File: config.mk
export PLATFORM = sky130hd
export DESIGN_NAME = dom_share_gen
export DESIGN_NICKNAME = d
export VERILOG_FILES = /design/src/rtl/dom_pkg.sv /design/src/rtl/dom_lfsr.sv /design/src/rtl/dom_share_gen.sv
export SDC_FILE = /design/constraint.sdc
export NUM_CORES = 1
export LEC_CHECK = 0
export CAP_MARGIN = 10
export CORE_MARGIN = 2
export CORE_UTILIZATION = 45
export DETAILED_ROUTE_END_ITERATION = 7
export GPL_TIMING_DRIVEN = 1
export PLACE_DENSITY_LB_ADDON = 0.3
export SYNTH_ARGS = -nofsm -noshare
export SYNTH_HDL_FRONTEND = slang
export SYNTH_SLANG_ARGS = --single-unit
File: constraint.sdc
create_clock -name clk -period 2.2 [get_ports clk]
set_input_delay 0.44 -clock clk [delete_from_list [all_inputs] [get_ports clk]]
set_output_delay 0.44 -clock clk [all_outputs]
set_load 0.05 [all_outputs]
File: src/rtl/dom_pkg.sv
// Shared definitions for the DOM share generator.
//   dom_state_e   : control states of the share generator
//   LFSR_TAP_*    : lower feedback taps of x^32+x^22+x^2+x+1 (the top term is
//                   always the MSB of the register)
//   LFSR_STEPS    : PRNG steps consumed per accepted transaction
//   DOM_DEF_SEED  : default seed, also used in place of an all-zero seed
package dom_pkg;

  typedef enum logic [1:0] {
    SEED_WAIT = 2'd0,
    RUN       = 2'd1,
    DRAIN     = 2'd2
  } dom_state_e;

  localparam int unsigned LFSR_TAP_22 = 21;
  localparam int unsigned LFSR_TAP_2  = 1;
  localparam int unsigned LFSR_TAP_1  = 0;
  localparam int unsigned LFSR_STEPS  = 3;

  localparam logic [31:0] DOM_DEF_SEED = 32'hACE1_2468;

endpackage

File: src/rtl/dom_lfsr.sv
// Mask PRNG for the DOM share generator: Fibonacci LFSR, shift-left form.
//   clk, rstn : clock, asynchronous active-low reset (state <= DEF_SEED)
//   load_i    : load seed_i (all-zero seed replaced by DEF_SEED)
//   seed_i    : seed value
//   adv_i     : advance LFSR_STEPS steps (three fresh bits per transaction)
//   rnd_o     : current low three state bits, {z, mB, mA}
module dom_lfsr
  import dom_pkg::*;
#(
  parameter int unsigned       W        = 32,
  parameter logic [W-1:0]      DEF_SEED = W'(DOM_DEF_SEED)
) (
  input  logic         clk,
  input  logic         rstn,
  input  logic         load_i,
  input  logic [W-1:0] seed_i,
  input  logic         adv_i,
  output logic [2:0]   rnd_o
);

  logic [W-1:0] state_q;
  logic [W-1:0] state_d;
  logic [W-1:0] adv_val;

  // One Fibonacci step: feedback from x^32, x^22, x^2, x^1 enters at bit 0.
  function automatic logic [W-1:0] lfsr_step(input logic [W-1:0] s);
    logic fb;
    fb = s[W-1] ^ s[LFSR_TAP_22] ^ s[LFSR_TAP_2] ^ s[LFSR_TAP_1];
    return {s[W-2:0], fb};
  endfunction

  // Three steps shift the consumed bits [2:0] up and out of the tap window of
  // the next draw, so every drawn bit is fresh.
  always_comb begin
    adv_val = state_q;
    for (int i = 0; i < int'(LFSR_STEPS); i++) begin
      adv_val = lfsr_step(adv_val);
    end
  end

  always_comb begin
    state_d = state_q;
    if (load_i) begin
      // An all-zero state would lock the LFSR up.
      state_d = (seed_i == '0) ? DEF_SEED : seed_i;
    end else if (adv_i) begin
      state_d = adv_val;
    end
  end

  always_ff @(posedge clk or negedge rstn) begin
    if (!rstn) begin
      state_q <= DEF_SEED;
    end else begin
      state_q <= state_d;
    end
  end

  assign rnd_o = state_q[2:0];

endmodule

File: src/rtl/dom_share_gen.sv
// DOM share generator: masks an unmasked operand pair (a, b) into two-share
// form and supplies one fresh resharing bit for a downstream dom_mult.
//   clk, rstn              : clock, asynchronous active-low reset
//   seed_valid/seed_ready  : seed handshake, seed_data is the LFSR seed
//   in_valid/in_ready, a,b : operand handshake
//   out_valid/out_ready    : share-set handshake towards dom_mult
//   Ax, Ay, Bx, By         : shares with Ax^Ay == a, Bx^By == b
//   Z0                     : fresh resharing randomness
//   reseed_req             : sticky advisory request for a new seed
module dom_share_gen
  import dom_pkg::*;
#(
  parameter int unsigned       LFSR_W       = 32,
  parameter logic [LFSR_W-1:0] DEF_SEED     = LFSR_W'(DOM_DEF_SEED),
  parameter int unsigned       RESEED_INT   = 1024,
  parameter bit                REQUIRE_SEED = 1'b1
) (
  input  logic              clk,
  input  logic              rstn,
  input  logic              seed_valid,
  input  logic [LFSR_W-1:0] seed_data,
  output logic              seed_ready,
  input  logic              in_valid,
  output logic              in_ready,
  input  logic              a,
  input  logic              b,
  output logic              out_valid,
  input  logic              out_ready,
  output logic              Ax,
  output logic              Ay,
  output logic              Bx,
  output logic              By,
  output logic              Z0,
  output logic              reseed_req
);

  localparam int unsigned CNT_W = $clog2(RESEED_INT + 1);
  localparam logic [CNT_W-1:0] CNT_MAX = CNT_W'(RESEED_INT);
  localparam dom_state_e RST_STATE = REQUIRE_SEED ? SEED_WAIT : RUN;

  dom_state_e       state_q, state_d;
  logic             out_valid_q, out_valid_d;
  logic [4:0]       shares_q, shares_d;   // {Ax, Ay, Bx, By, Z0}
  logic [CNT_W-1:0] cnt_q, cnt_d;

  logic       accept;
  logic       seed_load;
  logic       out_free;
  logic [2:0] rnd;
  logic       m_a, m_b, z;

  dom_lfsr #(
    .W        (LFSR_W),
    .DEF_SEED (DEF_SEED)
  ) u_lfsr (
    .clk    (clk),
    .rstn   (rstn),
    .load_i (seed_load),
    .seed_i (seed_data),
    .adv_i  (accept),
    .rnd_o  (rnd)
  );

  assign m_a = rnd[0];
  assign m_b = rnd[1];
  assign z   = rnd[2];

  // Output slot is free when empty or being consumed this cycle.
  assign out_free = !out_valid_q || out_ready;

  // A seed offer in RUN blocks new operands in the same cycle so the drain
  // towards a reseed starts immediately.
  assign in_ready   = (state_q == RUN) && !seed_valid && out_free;
  assign seed_ready = (state_q == SEED_WAIT) || ((state_q == DRAIN) && out_free);

  assign accept    = in_valid && in_ready;
  assign seed_load = seed_valid && seed_ready;

  always_comb begin
    state_d = state_q;
    unique case (state_q)
      SEED_WAIT: if (seed_load)  state_d = RUN;
      RUN:       if (seed_valid) state_d = DRAIN;
      DRAIN:     if (seed_load)  state_d = RUN;
      default:                   state_d = RST_STATE;
    endcase
  end

  always_comb begin
    shares_d    = shares_q;
    out_valid_d = out_valid_q;
    if (accept) begin
      shares_d    = {a ^ m_a, m_a, b ^ m_b, m_b, z};
      out_valid_d = 1'b1;
    end else if (out_ready) begin
      out_valid_d = 1'b0;
    end
  end

  always_comb begin
    cnt_d = cnt_q;
    if (seed_load) begin
      cnt_d = '0;
    end else if (accept && (cnt_q != CNT_MAX)) begin
      cnt_d = cnt_q + CNT_W'(1);
    end
  end

  always_ff @(posedge clk or negedge rstn) begin
    if (!rstn) begin
      state_q     <= RST_STATE;
      out_valid_q <= 1'b0;
      shares_q    <= '0;
      cnt_q       <= '0;
    end else begin
      state_q     <= state_d;
      out_valid_q <= out_valid_d;
      shares_q    <= shares_d;
      cnt_q       <= cnt_d;
    end
  end

  assign out_valid  = out_valid_q;
  assign Ax         = shares_q[4];
  assign Ay         = shares_q[3];
  assign Bx         = shares_q[2];
  assign By         = shares_q[1];
  assign Z0         = shares_q[0];
  assign reseed_req = (cnt_q == CNT_MAX);

endmodule
-- Word-level counts from Yosys, hierarchy flattened
Index checks and enable logic that the tools add are counted.
- reduce and logical (&&, ||, !) cells: 17
- bitwise operators: 11
- multiplexer cells: 10
- add/sub/neg operators: 1
- eq/ne operators: 6
- operator list (operator ; number):
    32-bit two-way mux ; 3
    32-bit zero test ; 1
    11-bit two-way mux ; 2
    11-bit by 1-bit adder with 11-bit output (second input constant) ; 1
    11-bit equality test (second input constant) ; 1
    11-bit inequality test (second input constant) ; 1
    1-bit bitwise XOR ; 11
    1-bit logical AND ; 6
    2-bit nonzero test ; 3
    2-bit two-way mux ; 2
    2-bit one-hot mux with 2 select lines ; 1
    2-bit by 1-bit equality test with 1-bit output (second input constant) ; 1
    2-bit equality test (second input constant) ; 1
    1-bit zero test ; 2
    2-bit zero test ; 1
    1-bit logical OR ; 2
    1-bit two-way mux ; 2
    2-bit by 1-bit inequality test with 1-bit output (second input constant) ; 1
    2-bit inequality test (second input constant) ; 1
    2-bit AND reduction ; 1
    2-bit OR reduction ; 1
- flip-flop bits (word level): 51

-- Longest topological paths before layout
Gate-level depths: netlist of the first run.
- depth in word-level cells: 7
- gate-level depth with buffers: 6
- gate-level depth less buffers: 5

-- Hierarchy
Synthesis of the first run repeated with hierarchy kept, for this count alone.
- cells, all modules: 281
- area, all modules: 2705.1 µm²
- modules (own cells, without submodules) (module ; area an instance (µm²) ; cells an instance ; instances ; sequential area each (µm²)):
    dom_lfsr ; 1736.7 ; 179 ; 1 ; 817.0
    dom_share_gen ; 968.4 ; 102 ; 1 ; 475.5

-- Worst setup path after synthesis of the first run
OpenSTA, ideal clock, no wires.
- path type: register to register
- from: register out_valid_q (netlist: out_valid)
- to: register u_lfsr.state_q[31]
- stages on the path, launching flop included: 7
- data required time: 2119 ps
- clock period less this slack: 1793 ps
- buffers on the path: 2
- data arrival time: 1712 ps
- setup time: 81 ps
- slack: 407 ps
- cell sequence: dfrtp_1 nand2b_1 nand3_2 buf_2 buf_1 nand2_1 a32oi_1
- longest elaborated chain between the ends: 6
- elaborated cells on any way between the ends: 9
- those cells by class: mux: 1; reduce/logical: 8
- RTL lines (what ; RTL line ; source):
    from (decl) ; dom_share_gen.sv:42 ; logic out_valid_q, out_valid_d;
    from (signal assigned) ; dom_share_gen.sv:117 ; out_valid_q <= out_valid_d;
    1-bit zero test (*) ; dom_share_gen.sv:69 ; assign out_free = !out_valid_q || out_ready;
    1-bit logical OR (*) ; dom_share_gen.sv:69 ;
    1-bit logical AND ; dom_share_gen.sv:74 ; assign seed_ready = (state_q == SEED_WAIT) || ((state_q == DRAIN) && out_free);
    1-bit logical OR ; dom_share_gen.sv:74 ;
    1-bit logical AND ; dom_share_gen.sv:77 ; assign seed_load = seed_valid && seed_ready;
    32-bit two-way mux / 2-bit nonzero test (equally long branches) ; n/a ;
    to (signal assigned) ; dom_lfsr.sv:55 ; state_q <= state_d;
    to (decl) ; dom_lfsr.sv:21 ; logic [W-1:0] state_q;
Every way passes the cells marked *; elsewhere a longest branch is shown, timed or not.
A chain may end at the register's enable or synchronous reset.

-- Final worst setup path of the first run
- from: input seed_valid
- to: output in_ready
- longest elaborated chain between the ends: 3
- RTL lines (what ; RTL line ; source):
    from (decl) ; dom_share_gen.sv:20 ; input logic seed_valid,
    1-bit zero test ; dom_share_gen.sv:73 ; assign in_ready = (state_q == RUN) && !seed_valid && out_free;
    1-bit logical AND (2 in a row) ; dom_share_gen.sv:73 ;
    to (decl) ; dom_share_gen.sv:24 ; output logic in_ready,
Every way passes these cells.

==> reports/summary.log, run 1 <==
INFO  critical_path  rrSetupSlack=500ps
INFO  sta            max_freq=483.5MHz
INFO  worst_hold_path min-delay-path-class=in2async
INFO  sta            max_transition_margin=60.53%
INFO  grt            first_global_vias=2200
INFO  sta            post-route-worst-setup-slack=131.9ps
INFO  grt            number_of_antenna_violations_at_the_first_check_in_global_routing=0
INFO  pwr            p_leak=1.377nW
INFO  critical_path  worst-endpoint-arrival=1630ps
INFO  critical_path  worst_path_required_time=1760ps
INFO  routing        drcViolationCount=0
INFO  critical_path  critical_path.n_buffers_inverters=3
INFO  pwr            internal_power=2.237mW
INFO  yosys          post_synthesis_register_bit_count=51
INFO  grt            global_route_wire_length_before_repair=10.14mm
INFO  finish         antenna_cells_inserted=0
INFO  critical_path  kind_of_end_point_of_the_critical_path=output pin
INFO  critical_path  cp-startpoint=seed_valid
INFO  yosys          synth_sequential_area_ratio=49.93%
INFO  clock_tree     cts_post_setup_buffers_inserted=0
INFO  placement      detailedPlace.worstSlack=-34.63ps
INFO  yosys          synth_ff_type=sky130_fd_sc_hd__dfrtp_1
INFO  pwr            vdd.ir_drop.worst=636.3uV
INFO  routing        viasPerCell=5.578
INFO  critical_path  path_delay_family=buffers and inverters
INFO  finish         area_growth_syn_to_layout=27.98%
INFO  pwr            power_switching_share=37.63%
INFO  die            starting_density=46.73%
INFO  pwr            switching_power=1.350mW
INFO  grt            globalRouteTotalUtil=19.91%
INFO  pwr            total_power=3.587mW
INFO  critical_path  largest_driver_fanout_on_the_critical_path=4
INFO  pwr            share_comb_of_total_power=39.3%
INFO  yosys          post_synth_inst_count=292
INFO  yosys          post_synthesis_async_set_or_reset_flop_share=100.0%
INFO  clock_tree     clk_pin_slew=90ps
INFO  critical_path  crit_end=in_ready
INFO  finish         nets_finish=380
INFO  clock_tree     clockBufferDepth=2
INFO  routing        drtAntennaViolNets=0
INFO  clock_tree     cts_inserted_buffers=5
INFO  sta            final-setup-viol-count=0
INFO  critical_path  cell_count_along_the_critical_path=5
INFO  run_status     status=finished, final reports clean
INFO  sta            worst_slew_pin_slew=592.0ps
INFO  sta            final_worst_path_period_need=2068ps
INFO  sta            fin_worst_hold_slack=132.6ps
INFO  sta            slew_viol_final=0
INFO  clock_tree     htree_num_levels=2
INFO  die            die-height=79.85microns
INFO  yosys          syn_nets=333
INFO  sta            finalCritPeriodShare=94.00%
INFO  pwr            clock_power_share=14.8%
INFO  routing        drt_first_pass_iters=5
INFO  routing        post_drt_wl_per_cell=14.60microns
INFO  clock_tree     latest_clock_arrival_within_the_worst_skew_pair=300ps
INFO  routing        detail_route.wirelength=6.017mm
INFO  routing        drt_iter0_markers=182
INFO  yosys          mean_area_per_synthesized_cell=8.866squm
INFO  yosys          post-synth-top-area-cell=sky130_fd_sc_hd__dfrtp_1
INFO  critical_path  cp_slowest_stage_delay=460ps
INFO  pwr            pwr-share-seq=45.9%
INFO  yosys          synth_edf_count=0
INFO  critical_path  worstReg2RegStart=state_q[1]
INFO  die            die_area=6375squm
INFO  sta            final.setup_skew=4.573ps
INFO  yosys          synth-warning-count=0
INFO  yosys          synth_cell_types=37
INFO  die            boundaryPins=48
INFO  critical_path  r2r_cells=5
INFO  yosys          synth_top_cells_by_area=sky130_fd_sc_hd__dfrtp_1 (37%), sky130_fd_sc_hd__dfstp_2 (13%), sky130_fd_sc_hd__nand2_1 (10%)
INFO  yosys          synth.cell_area=2589squm
INFO  finish         multiInputGateArea=1207squm
INFO  finish         fill_cell_total_of_the_finished_layout=508
INFO  pwr            p_per_area=1083nW/um^2
INFO  sta            report.final.hold_viol_count=0
INFO  yosys          synth_top_cell_area_share=36.73%
INFO  critical_path  reg2reg_to=cnt_q[7]
INFO  critical_path  timing.critical_path.cells=clkdlybuf4s50_1, nor3b_4, buf_4, and2_1, buf_12
INFO  die            placementRows=27
INFO  routing        via_count=2298
INFO  die            die_w=79.85microns
INFO  finish         drive_above_1_share=12.06%
INFO  placement      io_buffer_count=47
INFO  placement      globalplace.congestion=0.7989
INFO  critical_path  crit_path_start_kind=input port
INFO  flow_run       max_cap_viol_count=0
INFO  clock_tree     clockRootBuffer=sky130_fd_sc_hd__clkbuf_8
INFO  clock_tree     post_cts_hold_buffer_count=0
INFO  clock_tree     clock-sinks=51
INFO  placement      place.detailed.hpwl=4.266mm
INFO  die            core=5540squm
INFO  clock_tree     post_cts.resized_instances=0
INFO  critical_path  critPathSlowestCell=sky130_fd_sc_hd__clkdlybuf4s50_1
INFO  critical_path  setup.worst_path.class=in2out
INFO  grt            gr-total-overflow=0
INFO  finish         ff_latch_area=1292squm
INFO  clock_tree     clock_tree_from_tritoncts=yes
INFO  sta            rsz0062_at_grt=no
INFO  grt            maximum_number_of_pins_on_one_net_before_global_route_repair=64
## power by group through the flow
| stage | combinational (mW) | clock (mW) | sequential [mW] |
|---|---|---|---|
| finish | 1.41 | 0.530 | 1.65 |
| global route | 1.56 | 0.574 | 1.69 |
| CTS | 1.42 | 0.549 | 1.65 |
| detailed placement | 1.41 | 0 | 1.66 |
| global placement | 1.38 | 0 | 1.66 |
| floorplan | 0.830 | 0 | 1.76 |
## state kept, by name (all words and copies together) (netlist names)
| name | flops |
|---|---|
| u_lfsr.state_q | 32 |
| cnt_q | 11 |
| out_valid | 1 |
| state_q | 2 |
| shares_q | 5 |
## routing by layer
layer  share of wire [%]  vias to the layer above  global-route usage, %  wire length [microns]
met5                   0                        -                      0                      0
met4                 1.2                        0                  5.085                     71
met3                 4.9                        9                  3.281                    293
met2                  47                       71                  31.51                   2820
met1                  47                     1097                  28.51                   2831
li1                    -                     1121                      -                      -
## cells by family (layout without fill, tap and decap cells)
kind of cell | after synthesis | count (layout) | share of synthesized area (%)
xor gates and xnor gates | 10 | 10 | 3.383
muxes | 3 | 3 | 1.160
buffers and inverters | 23 | 71 | 3.625
AOI/OAI and AO/OA | 53 | 53 | 13.82
DFF | 51 | 51 | 49.93
and+or+nand+nor | 150 | 150 | 27.11
adders and majority gates | 2 | 2 | 0.9665
## synth_stat cells (3+ instances only)
cell,number
sky130_fd_sc_hd__xnor2_1,5
sky130_fd_sc_hd__buf_1,5
sky130_fd_sc_hd__o31ai_1,4
sky130_fd_sc_hd__or4_1,4
sky130_fd_sc_hd__nand4_1,3
sky130_fd_sc_hd__or3_1,4
sky130_fd_sc_hd__xor2_1,5
sky130_fd_sc_hd__a31oi_1,17
sky130_fd_sc_hd__dfstp_2,13
sky130_fd_sc_hd__inv_1,4
sky130_fd_sc_hd__nor4_1,11
sky130_fd_sc_hd__nand2_1,72
sky130_fd_sc_hd__nand3_1,8
sky130_fd_sc_hd__a21oi_1,8
sky130_fd_sc_hd__clkbuf_1,8
sky130_fd_sc_hd__a22oi_1,4
sky130_fd_sc_hd__o21ai_0,4
sky130_fd_sc_hd__buf_2,6
sky130_fd_sc_hd__a32oi_1,11
sky130_fd_sc_hd__dfrtp_1,38
sky130_fd_sc_hd__nor2_1,32
sky130_fd_sc_hd__and3_1,3
sky130_fd_sc_hd__mux2i_1,3
## worst min path at each step
stage / cells after the start / end / start / slack [ps]
after CTS: 1 / cnt_q[9] / rstn / 150
after floorplan: 0 / cnt_q[0] / rstn / 140
after global placement: 2 / shares_q[1] / shares_q[1] / 470
after global routing: 1 / u_lfsr.state_q[24] / rstn / 170
after detailed placement: 2 / shares_q[1] / shares_q[1] / 470
final: 1 / cnt_q[8] / rstn / 130
## final cells by class
type                            instances  share of cell area [%]
Sequential cell                        51                   39.01
Multi-Input combinational cell        218                   36.44
Timing Repair Buffer                   59                   18.81
Tap cell                               72                   2.719
Clock buffer                            6                   2.190
Inverter                                4                  0.4532
Clock inverter                          2                  0.3776
## per-stage QoR
stage               cells  cell area, sq um  TNS [ps]  utilization (%)
global route          412              3313         0            59.80
detailed placement    404              3228    -136.7            58.27
global placement      404              3228         0            58.27
finish                412              3313         0            59.80
floorplan             292              2589         0                -
CTS                   412              3313         0            59.80
## cells in the final DEF, fill, tap and decap left out, types with 5 or more instances in the layout
| cell | synthesis | layout |
|---|---|---|
| sky130_fd_sc_hd__xnor2_1 | 5 | 5 |
| sky130_fd_sc_hd__buf_12 | 0 | 6 |
| sky130_fd_sc_hd__nand2_1 | 72 | 72 |
| sky130_fd_sc_hd__clkdlybuf4s50_1 | 0 | 43 |
| sky130_fd_sc_hd__a31oi_1 | 17 | 17 |
| sky130_fd_sc_hd__buf_4 | 0 | 9 |
| sky130_fd_sc_hd__a32oi_1 | 11 | 11 |
| sky130_fd_sc_hd__nor4_1 | 11 | 11 |
| sky130_fd_sc_hd__xor2_1 | 5 | 5 |
| sky130_fd_sc_hd__nor2_1 | 32 | 32 |
| sky130_fd_sc_hd__a21oi_1 | 8 | 8 |
| sky130_fd_sc_hd__dfstp_2 | 13 | 13 |
| sky130_fd_sc_hd__clkbuf_8 | 0 | 5 |
| sky130_fd_sc_hd__dfrtp_1 | 38 | 38 |
| sky130_fd_sc_hd__nand3_1 | 8 | 7 |
Note: power is estimated with default switching activity, not from simulation.
==> inputs of run 2 (changes only) <==
--- a/config.mk
+++ b/config.mk
@@ -7,7 +7,7 @@
 export LEC_CHECK = 0
 export CAP_MARGIN = 10
 export CORE_MARGIN = 2
-export CORE_UTILIZATION = 45
+export CORE_UTILIZATION = 35
 export DETAILED_ROUTE_END_ITERATION = 7
 export GPL_TIMING_DRIVEN = 1
 export PLACE_DENSITY_LB_ADDON = 0.3
==> run 2 against run 1 <==
Effect of this change:
- worst setup slack lost 7.6 ps
- final cell count up 6.8%
- combinational power is essentially flat
- non-clock buffer count increased by 1
- cell area increased by 1.1%
- fmax is 0.37% lower
==> reports/summary.log, run 2 (synthesized netlist as in run 1, its figures left out) <==
INFO  clock_tree     post_cts_hold_buffer_count=0 [unchanged]
INFO  critical_path  largest_driver_fanout_on_the_critical_path=4 [unchanged]
INFO  critical_path  cp_slowest_stage_delay=460ps [about the same]
INFO  critical_path  worst_path_required_time=1760ps [about the same]
INFO  grt            first_global_vias=2283 [was 2200]
INFO  pwr            share_comb_of_total_power=39.5% [was 39.3%]
INFO  finish         largest_reg_flops=32 [unchanged]
INFO  pwr            p_per_area=1075nW/um^2 [was 1083 nW/um^2]
INFO  clock_tree     latest_clock_arrival_within_the_worst_skew_pair=310ps [was 300 ps]
INFO  finish         layout.cells.non_filler=440 [was 412]
INFO  routing        drcViolationCount=0 [unchanged]
INFO  routing        drt_iter0_markers=165 [was 182]
INFO  placement      globalplace.congestion=0.8121 [was 0.7989]
INFO  pwr            switching_power=1.364mW [was 1.350 mW]
INFO  die            starting_density=35.88% [was 46.73%]
INFO  die            placementRows=31 [was 27]
INFO  clock_tree     cts_post_setup_buffers_inserted=0 [unchanged]
INFO  sta            max_transition_margin=62.81% [was 60.53%]
INFO  critical_path  critical_path.n_buffers_inverters=3 [unchanged]
INFO  routing        detail_route.wirelength=6.316mm [was 6.017 mm]
INFO  clock_tree     post_cts.resized_instances=0 [unchanged]
INFO  sta            finalCritPeriodShare=94.35% [was 94.00%]
INFO  critical_path  worst-endpoint-arrival=1640ps [was 1630 ps]
INFO  finish         antenna_cells_inserted=0 [unchanged]
INFO  sta            worst_slew_pin_slew=557.8ps [was 592.0 ps]
INFO  die            die-height=90microns [was 79.85 microns]
INFO  routing        via_count=2248 [was 2298]
INFO  worst_hold_path min-delay-path-class=in2async [unchanged]
INFO  clock_tree     clk_pin_slew=90ps [about the same]
INFO  clock_tree     clockRootBuffer=sky130_fd_sc_hd__clkbuf_8 [unchanged]
INFO  clock_tree     clock-sinks=51 [unchanged]
INFO  finish         max_flop_register=u_lfsr.state_q [unchanged]
INFO  placement      io_buffer_count=47 [unchanged]
INFO  critical_path  crit_path_start_kind=input port [unchanged]
INFO  grt            maximum_number_of_pins_on_one_net_before_global_route_repair=66 [was 64]
INFO  routing        drt_first_pass_iters=4 [was 5]
INFO  pwr            power_switching_share=37.88% [was 37.63%]
INFO  die            die_area=8100squm [was 6375 sq um]
INFO  critical_path  critPathSlowestCell=sky130_fd_sc_hd__clkdlybuf4s50_1 [unchanged]
INFO  die            core=7214squm [was 5540 sq um]
INFO  grt            global_route_wire_length_before_repair=10.74mm [was 10.14 mm]
INFO  placement      place.detailed.instances=432 [was 404]
INFO  die            boundaryPins=48 [unchanged]
INFO  sta            final.setup_skew=14.26ps [was 4.573 ps]
INFO  run_status     status=finished, final reports clean [unchanged]
INFO  flow_run       max_cap_viol_count=0 [unchanged]
INFO  sta            final-setup-viol-count=0 [unchanged]
INFO  sta            max_freq=481.8MHz [was 483.5 MHz]
INFO  routing        drtAntennaViolNets=0 [unchanged]
INFO  grt            number_of_antenna_violations_at_the_first_check_in_global_routing=0 [unchanged]
INFO  finish         nets_finish=381 [was 380]
INFO  critical_path  setup.worst_path.class=in2out [unchanged]
INFO  critical_path  kind_of_end_point_of_the_critical_path=output pin [unchanged]
INFO  finish         area_growth_syn_to_layout=29.43% [was 27.98%]
INFO  grt            gr-total-overflow=0 [unchanged]
INFO  finish         biggest_registers_after_layout=u_lfsr.state_q (32), cnt_q (11), shares_q (5) [unchanged]
INFO  placement      place.detailed.hpwl=4.456mm [was 4.266 mm]
INFO  die            die_w=90microns [was 79.85 microns]
INFO  critical_path  path_delay_family=buffers and inverters [unchanged]
INFO  clock_tree     clockBufferDepth=2 [unchanged]
INFO  pwr            vdd.ir_drop.worst=409.3uV [was 636.3 uV]
INFO  finish         drive_above_1_share=12.02% [was 12.06%]
INFO  finish         final_core_area_utilization=46.44% [was 59.80%]
INFO  pwr            internal_power=2.237mW [about the same]
INFO  critical_path  reg2reg_to=u_lfsr.state_q[0] [was cnt_q[7]]
INFO  finish         layout_commonest_cell=sky130_fd_sc_hd__nand2_1 [unchanged]
INFO  clock_tree     clock_tree_from_tritoncts=yes [unchanged]
INFO  pwr            clock_power_share=14.8% [about the same]
INFO  sta            rsz0062_at_grt=no [unchanged]
INFO  sta            report.final.hold_viol_count=0 [unchanged]
INFO  pwr            p_leak=1.383nW [was 1.377 nW]
INFO  clock_tree     htree_num_levels=2 [unchanged]
INFO  sta            slew_viol_final=0 [unchanged]
INFO  critical_path  timing.critical_path.cells=clkdlybuf4s50_1, nor3b_4, buf_4, and2_1, buf_12 [unchanged]
INFO  sta            final_worst_path_period_need=2076ps [was 2068 ps]
INFO  finish         most_used_cells_in_the_layout_excluding_fill_and_tap_cells=sky130_fd_sc_hd__nand2_1 (72), sky130_fd_sc_hd__clkdlybuf4s50_1 (43), sky130_fd_sc_hd__dfrtp_1 (38) [unchanged]
INFO  routing        post_drt_wl_per_cell=14.35microns [was 14.60 microns]
INFO  pwr            pwr-share-seq=45.8% [was 45.9%]
INFO  critical_path  worstReg2RegStart=state_q[1] [unchanged]
INFO  grt            globalRouteTotalUtil=16.08% [was 19.91%]
INFO  routing        viasPerCell=5.109 [was 5.578]
INFO  sta            final.setup.tns=0ps [unchanged]
INFO  critical_path  rrSetupSlack=530ps [was 500 ps]
INFO  critical_path  r2r_cells=5 [unchanged]
INFO  clock_tree     cts_inserted_buffers=5 [unchanged]
[run 2: changes by cell type in the layout (fill, tap and decap cells not counted), sizes merged]
cell,previous run,this run
buf,16,17
clkbuf,6,7
clkinvlp,1,0
[run 2: per-stage QoR]
step           area (sq um)  setup slack (ps)  hold slack [ps]  power, mW
5_1_grt                3351             85.88            141.2      3.865
6_report               3351             124.3            110.0      3.600
4_1_cts                3351             101.7            124.5      3.628
3_3_place_gp           3269             63.92            461.9      3.063
3_5_place_dp           3269             34.46            464.8      3.091
2_1_floorplan          2589             407.1            144.4      2.591
[run 2: per-layer routing]
metal	global-route usage, %	part of all wire, %
met5	0	0
met3	4.191	4.3
met2	25.88	46
met1	21.26	47
met4	5.000	1.9
[run 2: how the worst max path moves through the flow]
stage                 start                  to  cells after the start
2_1_floorplan     out_valid  u_lfsr.state_q[31]                      6
3_3_place_gp   seed_data[4]  u_lfsr.state_q[16]                      6
3_5_place_dp     seed_valid   u_lfsr.state_q[0]                      6
4_1_cts          seed_valid            in_ready                      5
5_1_grt          seed_valid            in_ready                      5
6_report         seed_valid            in_ready                      5
[run 2: cell type report]
| class | count | area [sq um] |
|---|---|---|
| Timing Repair Buffer | 60 | 630.6 |
| Sequential cell | 51 | 1292 |
| Clock buffer | 7 | 76.32 |
| Multi-Input combinational cell | 218 | 1207 |
| Clock inverter | 1 | 5.005 |
| Fill cell | 723 | 3864 |
| Tap cell | 99 | 123.9 |
| Inverter | 4 | 15.01 |
[run 2: power groups by stage]
stage / clock network (mW) / logic (mW) / registers [mW]
final: 0.531 / 1.42 / 1.65
after global routing: 0.597 / 1.57 / 1.70
after CTS: 0.548 / 1.44 / 1.64
after detailed placement: 0 / 1.43 / 1.66
after global placement: 0 / 1.40 / 1.66
after floorplan: 0 / 0.830 / 1.76
